File: src/rtl/exp5_pkg.sv
// Shared state codes and Moore output decode for the exp5 round controller.
// Build option EXP5_TIMEOUT_EN enables the timeout state (0xC); otherwise 0xC decodes as illegal.
package exp5_pkg;

    typedef enum logic [3:0] {
        ST_INICIAL        = 4'h0,
        ST_PREPARACAO     = 4'h1,
        ST_INICIA_RODADA  = 4'h2,
        ST_ESPERA         = 4'h3,
        ST_REGISTRA       = 4'h4,
        ST_COMPARACAO     = 4'h5,
        ST_PROXIMO        = 4'h6,
        ST_PROXIMA_RODADA = 4'h7,
        ST_FIM_ACERTO     = 4'hA,
        ST_FIM_TIMEOUT    = 4'hC,
        ST_FIM_ERRO       = 4'hE
    } estado_t;

    localparam logic [3:0] DB_ILEGAL = 4'hF;

    typedef struct packed {
        logic       zera_e;
        logic       conta_e;
        logic       zera_l;
        logic       conta_l;
        logic       zera_r;
        logic       registra_r;
        logic       pronto;
        logic       acertou;
        logic       errou;
        logic       timeout;
        logic [3:0] db_estado;
    } ctrl_out_t;

    function automatic ctrl_out_t decodifica_saidas(input logic [3:0] estado);
        ctrl_out_t o;
        o           = '0;
        o.db_estado = estado;
        case (estado)
            ST_INICIAL, ST_PREPARACAO: begin
                o.zera_e = 1'b1;
                o.zera_l = 1'b1;
                o.zera_r = 1'b1;
            end
            ST_INICIA_RODADA:  o.zera_e     = 1'b1;
            ST_ESPERA:         o.zera_e     = 1'b0;
            ST_REGISTRA:       o.registra_r = 1'b1;
            ST_COMPARACAO:     o.zera_e     = 1'b0;
            ST_PROXIMO:        o.conta_e    = 1'b1;
            ST_PROXIMA_RODADA: o.conta_l    = 1'b1;
            ST_FIM_ACERTO: begin
                o.pronto  = 1'b1;
                o.acertou = 1'b1;
            end
            ST_FIM_ERRO: begin
                o.pronto = 1'b1;
                o.errou  = 1'b1;
            end
`ifdef EXP5_TIMEOUT_EN
            ST_FIM_TIMEOUT: begin
                o.pronto  = 1'b1;
                o.timeout = 1'b1;
            end
`endif
            default:           o.db_estado  = DB_ILEGAL;
        endcase
        return o;
    endfunction

endpackage

File: src/rtl/exp5_unidade_controle_rodadas_contador_timeout.sv
// Wait-for-play timeout counter: fim asserts on the last allowed cycle in espera.
// Only instantiated when EXP5_TIMEOUT_EN is defined.
module contador_timeout #(
    parameter int TIMEOUT_CYCLES = 3000,
    parameter int TMR_W          = 12
) (
    input  logic clock,
    input  logic reset_n,
    input  logic conta,
    input  logic zera,
    output logic fim
);

    logic [TMR_W-1:0] cnt_q;
    logic [TMR_W-1:0] cnt_d;

    always_comb begin
        cnt_d = cnt_q;
        if (zera) begin
            cnt_d = '0;
        end else if (conta) begin
            cnt_d = cnt_q + 1'b1;
        end
    end

    always_ff @(posedge clock or negedge reset_n) begin
        if (!reset_n) begin
            cnt_q <= '0;
        end else begin
            cnt_q <= cnt_d;
        end
    end

    assign fim = (cnt_q == TMR_W'(TIMEOUT_CYCLES - 1));

endmodule

File: src/rtl/exp5_unidade_controle_rodadas.sv
// Moore round controller for the memory-sequence game (growing rounds, play timeout).
// Build option EXP5_TIMEOUT_EN adds the espera timeout; without it espera waits indefinitely.
module exp5_unidade_controle_rodadas #(
    parameter int TIMEOUT_CYCLES = 3000,
    parameter int TMR_W          = 12
) (
    input  logic       clock,
    input  logic       reset_n,
    input  logic       iniciar,
    input  logic       jogada,
    input  logic       igual,
    input  logic       fimE,
    input  logic       fimL,
    output logic       zeraE,
    output logic       contaE,
    output logic       zeraL,
    output logic       contaL,
    output logic       zeraR,
    output logic       registraR,
    output logic       pronto,
    output logic       acertou,
    output logic       errou,
    output logic       timeout,
    output logic [3:0] db_estado
);

    import exp5_pkg::*;

    if (TIMEOUT_CYCLES < 2) begin : g_bad_timeout
        $error("TIMEOUT_CYCLES must be at least 2");
    end
    if ((2 ** TMR_W) <= TIMEOUT_CYCLES) begin : g_bad_width
        $error("TMR_W too narrow for TIMEOUT_CYCLES");
    end

    estado_t   estado_q;
    estado_t   estado_d;
    ctrl_out_t saidas_q;
    ctrl_out_t saidas_d;

`ifdef EXP5_TIMEOUT_EN
    logic fim_tmr;
    logic conta_tmr;
    logic zera_tmr;

    // Timer reads 0 on the first espera cycle and is cleared on the edge that leaves espera.
    assign conta_tmr = (estado_q == ST_ESPERA) && (estado_d == ST_ESPERA);
    assign zera_tmr  = !conta_tmr;

    contador_timeout #(
        .TIMEOUT_CYCLES(TIMEOUT_CYCLES),
        .TMR_W         (TMR_W)
    ) u_contador_timeout (
        .clock  (clock),
        .reset_n(reset_n),
        .conta  (conta_tmr),
        .zera   (zera_tmr),
        .fim    (fim_tmr)
    );
`endif

    always_comb begin
        estado_d = estado_q;
        case (estado_q)
            ST_INICIAL:        if (iniciar) estado_d = ST_PREPARACAO;
            ST_PREPARACAO:     estado_d = ST_INICIA_RODADA;
            ST_INICIA_RODADA:  estado_d = ST_ESPERA;
            ST_ESPERA: begin
                if (jogada) begin
                    estado_d = ST_REGISTRA;
                end
`ifdef EXP5_TIMEOUT_EN
                else if (fim_tmr) begin
                    estado_d = ST_FIM_TIMEOUT;
                end
`endif
            end
            ST_REGISTRA:       estado_d = ST_COMPARACAO;
            ST_COMPARACAO: begin
                if (!igual) begin
                    estado_d = ST_FIM_ERRO;
                end else if (!fimE) begin
                    estado_d = ST_PROXIMO;
                end else if (fimL) begin
                    estado_d = ST_FIM_ACERTO;
                end else begin
                    estado_d = ST_PROXIMA_RODADA;
                end
            end
            ST_PROXIMO:        estado_d = ST_ESPERA;
            ST_PROXIMA_RODADA: estado_d = ST_INICIA_RODADA;
`ifdef EXP5_TIMEOUT_EN
            ST_FIM_ACERTO, ST_FIM_ERRO, ST_FIM_TIMEOUT:
`else
            ST_FIM_ACERTO, ST_FIM_ERRO:
`endif
                if (iniciar) estado_d = ST_PREPARACAO;
            default:           estado_d = ST_INICIAL;
        endcase
        saidas_d = decodifica_saidas(estado_d);
    end

    // Outputs are registered alongside the state so they are a pure function of it.
    always_ff @(posedge clock or negedge reset_n) begin
        if (!reset_n) begin
            estado_q <= ST_INICIAL;
            saidas_q <= decodifica_saidas(ST_INICIAL);
        end else begin
            estado_q <= estado_d;
            saidas_q <= saidas_d;
        end
    end

    assign zeraE     = saidas_q.zera_e;
    assign contaE    = saidas_q.conta_e;
    assign zeraL     = saidas_q.zera_l;
    assign contaL    = saidas_q.conta_l;
    assign zeraR     = saidas_q.zera_r;
    assign registraR = saidas_q.registra_r;
    assign pronto    = saidas_q.pronto;
    assign acertou   = saidas_q.acertou;
    assign errou     = saidas_q.errou;
    assign timeout   = saidas_q.timeout;
    assign db_estado = saidas_q.db_estado;

endmodule

File: config.mk
export PLATFORM = sky130hd
export DESIGN_NAME = exp5_unidade_controle_rodadas
export DESIGN_NICKNAME = d
export VERILOG_FILES = /design/src/rtl/exp5_pkg.sv /design/src/rtl/exp5_unidade_controle_rodadas_contador_timeout.sv /design/src/rtl/exp5_unidade_controle_rodadas.sv
export SDC_FILE = /design/constraint.sdc
export NUM_CORES = 1
export LEC_CHECK = 0
export CAP_MARGIN = 20
export CORE_MARGIN = 5
export CORE_UTILIZATION = 45
export CTS_CLUSTER_SIZE = 30
export DETAILED_ROUTE_END_ITERATION = 10
export HOLD_SLACK_MARGIN = 0.08
export PLACE_DENSITY_LB_ADDON = 0.15
export SYNTH_ARGS = -nofsm -noshare
export SYNTH_HDL_FRONTEND = slang
export SYNTH_SLANG_ARGS = --single-unit
File: constraint.sdc
create_clock -name clock -period 2 [get_ports clock]
set_input_delay 0.3 -clock clock [delete_from_list [all_inputs] [get_ports clock]]
set_output_delay 0.3 -clock clock [all_outputs]
set_load 0.02 [all_outputs]
==> impl_metrics.env <==
export IMPL_cp_top_family="buffers and inverters"
export IMPL_cp_end_kind="output pin"
export IMPL_final_nets=86
export IMPL_cp_arrival_ns=1.41
export IMPL_use_met3=0.03614
export IMPL_busiest_layer="met2"
export IMPL_placedCellCount=90
export IMPL_met2_usage=0.1736
export IMPL_vias=482
export IMPL_die_w_um=50.06
export IMPL_rows=14
export IMPL_drtIter0Drc=4
export IMPL_period_share=0.8536
export IMPL_grt_pass1_wl_um=2056
export IMPL_slowest_stage="clkdlybuf4s50_1"
export IMPL_synth_nets=67
export IMPL_setup_tns_ns=0
export IMPL_max_cap_viol_count=0
export IMPL_fmax_mhz=585.8
export IMPL_drv_slew=0
export IMPL_post_cts_setup_buffers=0
export IMPL_path_buf_inv=1
export IMPL_core_area_mm2=0.001506
export IMPL_synth_top_family_by_area="simple AND/OR/NAND/NOR gates"
export IMPL_clock_skew_ns=0.006242
export IMPL_synth_avg_cell_area_um2=12.03
export IMPL_path_clk_slew_ns=0.09
export IMPL_critPathMaxStageDelay_ns=0.60
export IMPL_setup_violations=0
export IMPL_cts_tree="yes"
export IMPL_muxShareOfSynthArea=0
export IMPL_cts_resized=0
export IMPL_grt_max_degree=17
export IMPL_globalRouteMet1Util=0.1255
export IMPL_status="finished, final reports clean"
export IMPL_startpoint_type="flip-flop"
export IMPL_synth_fa_ha_area_frac=0
export IMPL_start_util=0.4792
export IMPL_fin_util=0.6080
export IMPL_post_synth_and_or_nand_nor_area_fraction=0.1750
export IMPL_grt_overflow_total=0
export IMPL_crit_path_max_fanout=2
export IMPL_num_antenna_cells=0
export IMPL_yosys_warnings=0
export IMPL_synth_seq_area_share=0.5581
export IMPL_clk_path_buf_depth=2
export IMPL_vdd_ir_drop_max_mv=0.4940
export IMPL_cp_data_required_time_ns=1.70
export IMPL_port_buffers=19
export IMPL_wire_per_inst_um=13.85
export IMPL_die_h_um=50.06
export IMPL_numCtsBuffers=3
export IMPL_postCtsHoldBufs=0
export IMPL_htreeDepth=1
export IMPL_hold_viol=0
export IMPL_path_cells="clkdlybuf4s50_1"
export IMPL_worst_slew_pin_slew_ns=0.6783
export IMPL_slew_limit_headroom=0.5464
export IMPL_ys_types=29
export IMPL_drcViolationCount=0
export IMPL_syn_area_um2=721.9
export IMPL_synth_cells=60
export IMPL_grt_pass1_vias=449
export IMPL_place_congestion=0.8102
export IMPL_post_route_min_period_ns=1.707
export IMPL_clock_sinks=16
export IMPL_synth_compound_area_frac=0.1716
export IMPL_drive_above_1_share=0.1429
export IMPL_drtPass1Iterations=5
export IMPL_critical_path_class="reg -> out"
export IMPL_track_usage=0.1114
export IMPL_root_buffer="clkbuf_4"
export IMPL_instances_no_fill=93
export IMPL_wirelength_um=1288
export IMPL_die_area_mm2=0.002506
export IMPL_ys_ff_latch=16
export IMPL_dp_hpwl_um=991.8
export IMPL_ant_nets=0
export IMPL_yosys_area_share_xor_xnor=0
export IMPL_antenna_found_initial=0
export IMPL_power_leakage_nw=0.4215
export IMPL_rsz0062_at_grt="false"
export IMPL_power_density_mw_per_mm2=1328
export IMPL_io_pins=21
export IMPL_avgViaCountPerCell=5.183
export IMPL_insertion_delay_ns=0.28
export IMPL_area_delta_synth_final_pct=26.86
export IMPL_hp_class="in -> async"
## state kept, by name, indices dropped and copies added (netlist names)
name,cells
db_estado,4
estado_q,4
acertou,1
contaE,1
contaL,1
errou,1
pronto,1
registraR,1
zeraE,1
zeraR,1
## layout make-up
cell class              instances  area [µm²]
clock buffers                   3       22.52
fillers                       132       590.6
inverters                       7       26.28
multi-input cells              32       254.0
flip-flops and latches         16       402.9
well taps                      16       20.02
repair buffers                 19       190.2
## logic make-up after synthesis
| kind of cell | Yosys count |
|---|---|
| simple gates | 16 |
| other cells | 1 |
| flops | 16 |
| buf+inv | 12 |
| compound gates | 15 |
## Yosys cell counts
library cell	count	area, µm²
inv_2	1	3.750
o21ai_0	4	20.02
o22ai_2	1	12.51
o311ai_0	1	8.760
o211ai_1	1	7.510
or3_1	1	6.260
nor4_2	1	12.51
buf_6	1	11.26
nor3_1	2	10.01
o211a_1	2	20.02
o22a_1	1	8.760
nor2b_1	1	6.260
and2_1	4	25.02
conb_1	1	3.750
inv_1	6	22.52
buf_2	1	5.000
nand4bb_4	1	27.53
nand2_1	1	3.750
nor2_1	2	7.510
a21oi_1	1	5.000
a211oi_1	1	7.510
nand4b_2	1	15.01
and3_1	2	12.51
o311ai_2	1	16.27
dfstp_2	2	52.55
a21bo_1	1	10.01
a21boi_0	1	7.510
dfrtp_1	14	350.3
buf_4	3	22.52
## path summary, 6_finish.rpt
kind,from,end,slack (ns),depth (start not counted)
worst max register to register,estado_q[0],contaE,0.43,4
worst min-delay path,reset_n,errou,0.43,1
min in group clock,estado_q[3],registraR,0.63,1
worst min register to register,estado_q[3],registraR,0.63,1
max in group asynchronous,reset_n,contaE,1.14,1
worst max-delay path,zeraR,zeraL,0.29,1
## metal layers
layer / wire length, µm / share of wire
met1: 578 / 0.45
met2: 616 / 0.48
met3: 73 / 0.057
met4: 19 / 0.015
met5: 0 / 0
## cells in the final DEF (no fill, tap or decap), drive strengths merged, types with 2 or more instances in the layout
cell type,count
o21ai,4
nor3,2
inv,7
clkdlybuf4s50,19
and3,2
and2,4
o211a,2
dfstp,2
dfrtp,14
clkbuf,3
o311ai,2
nor2,2
## report_power, final
group	leakage [nW]	internal [mW]	switching [mW]
registers	0.202	0.434	0.0954
clock network	0.0138	0.0697	0.0886
logic	0.206	0.259	0.269
total	0.421	0.763	0.453
## metrics by stage
stage | hold slack [ns] | power, mW | setup WS (ns) | area [µm²]
finish | 0.4309 | 1.216 | 0.2929 | 915.9
global route | 0.4881 | 1.295 | 0.2477 | 915.9
CTS | 0.4553 | 1.229 | 0.2833 | 915.9
detailed placement | 0.6113 | 1.069 | 0.2170 | 893.4
global placement | 0.6208 | 1.056 | 0.2729 | 893.4
floorplan | 0.004409 | 0.8892 | 0.5679 | 721.9
Note: power is estimated with default switching activity, not from simulation.
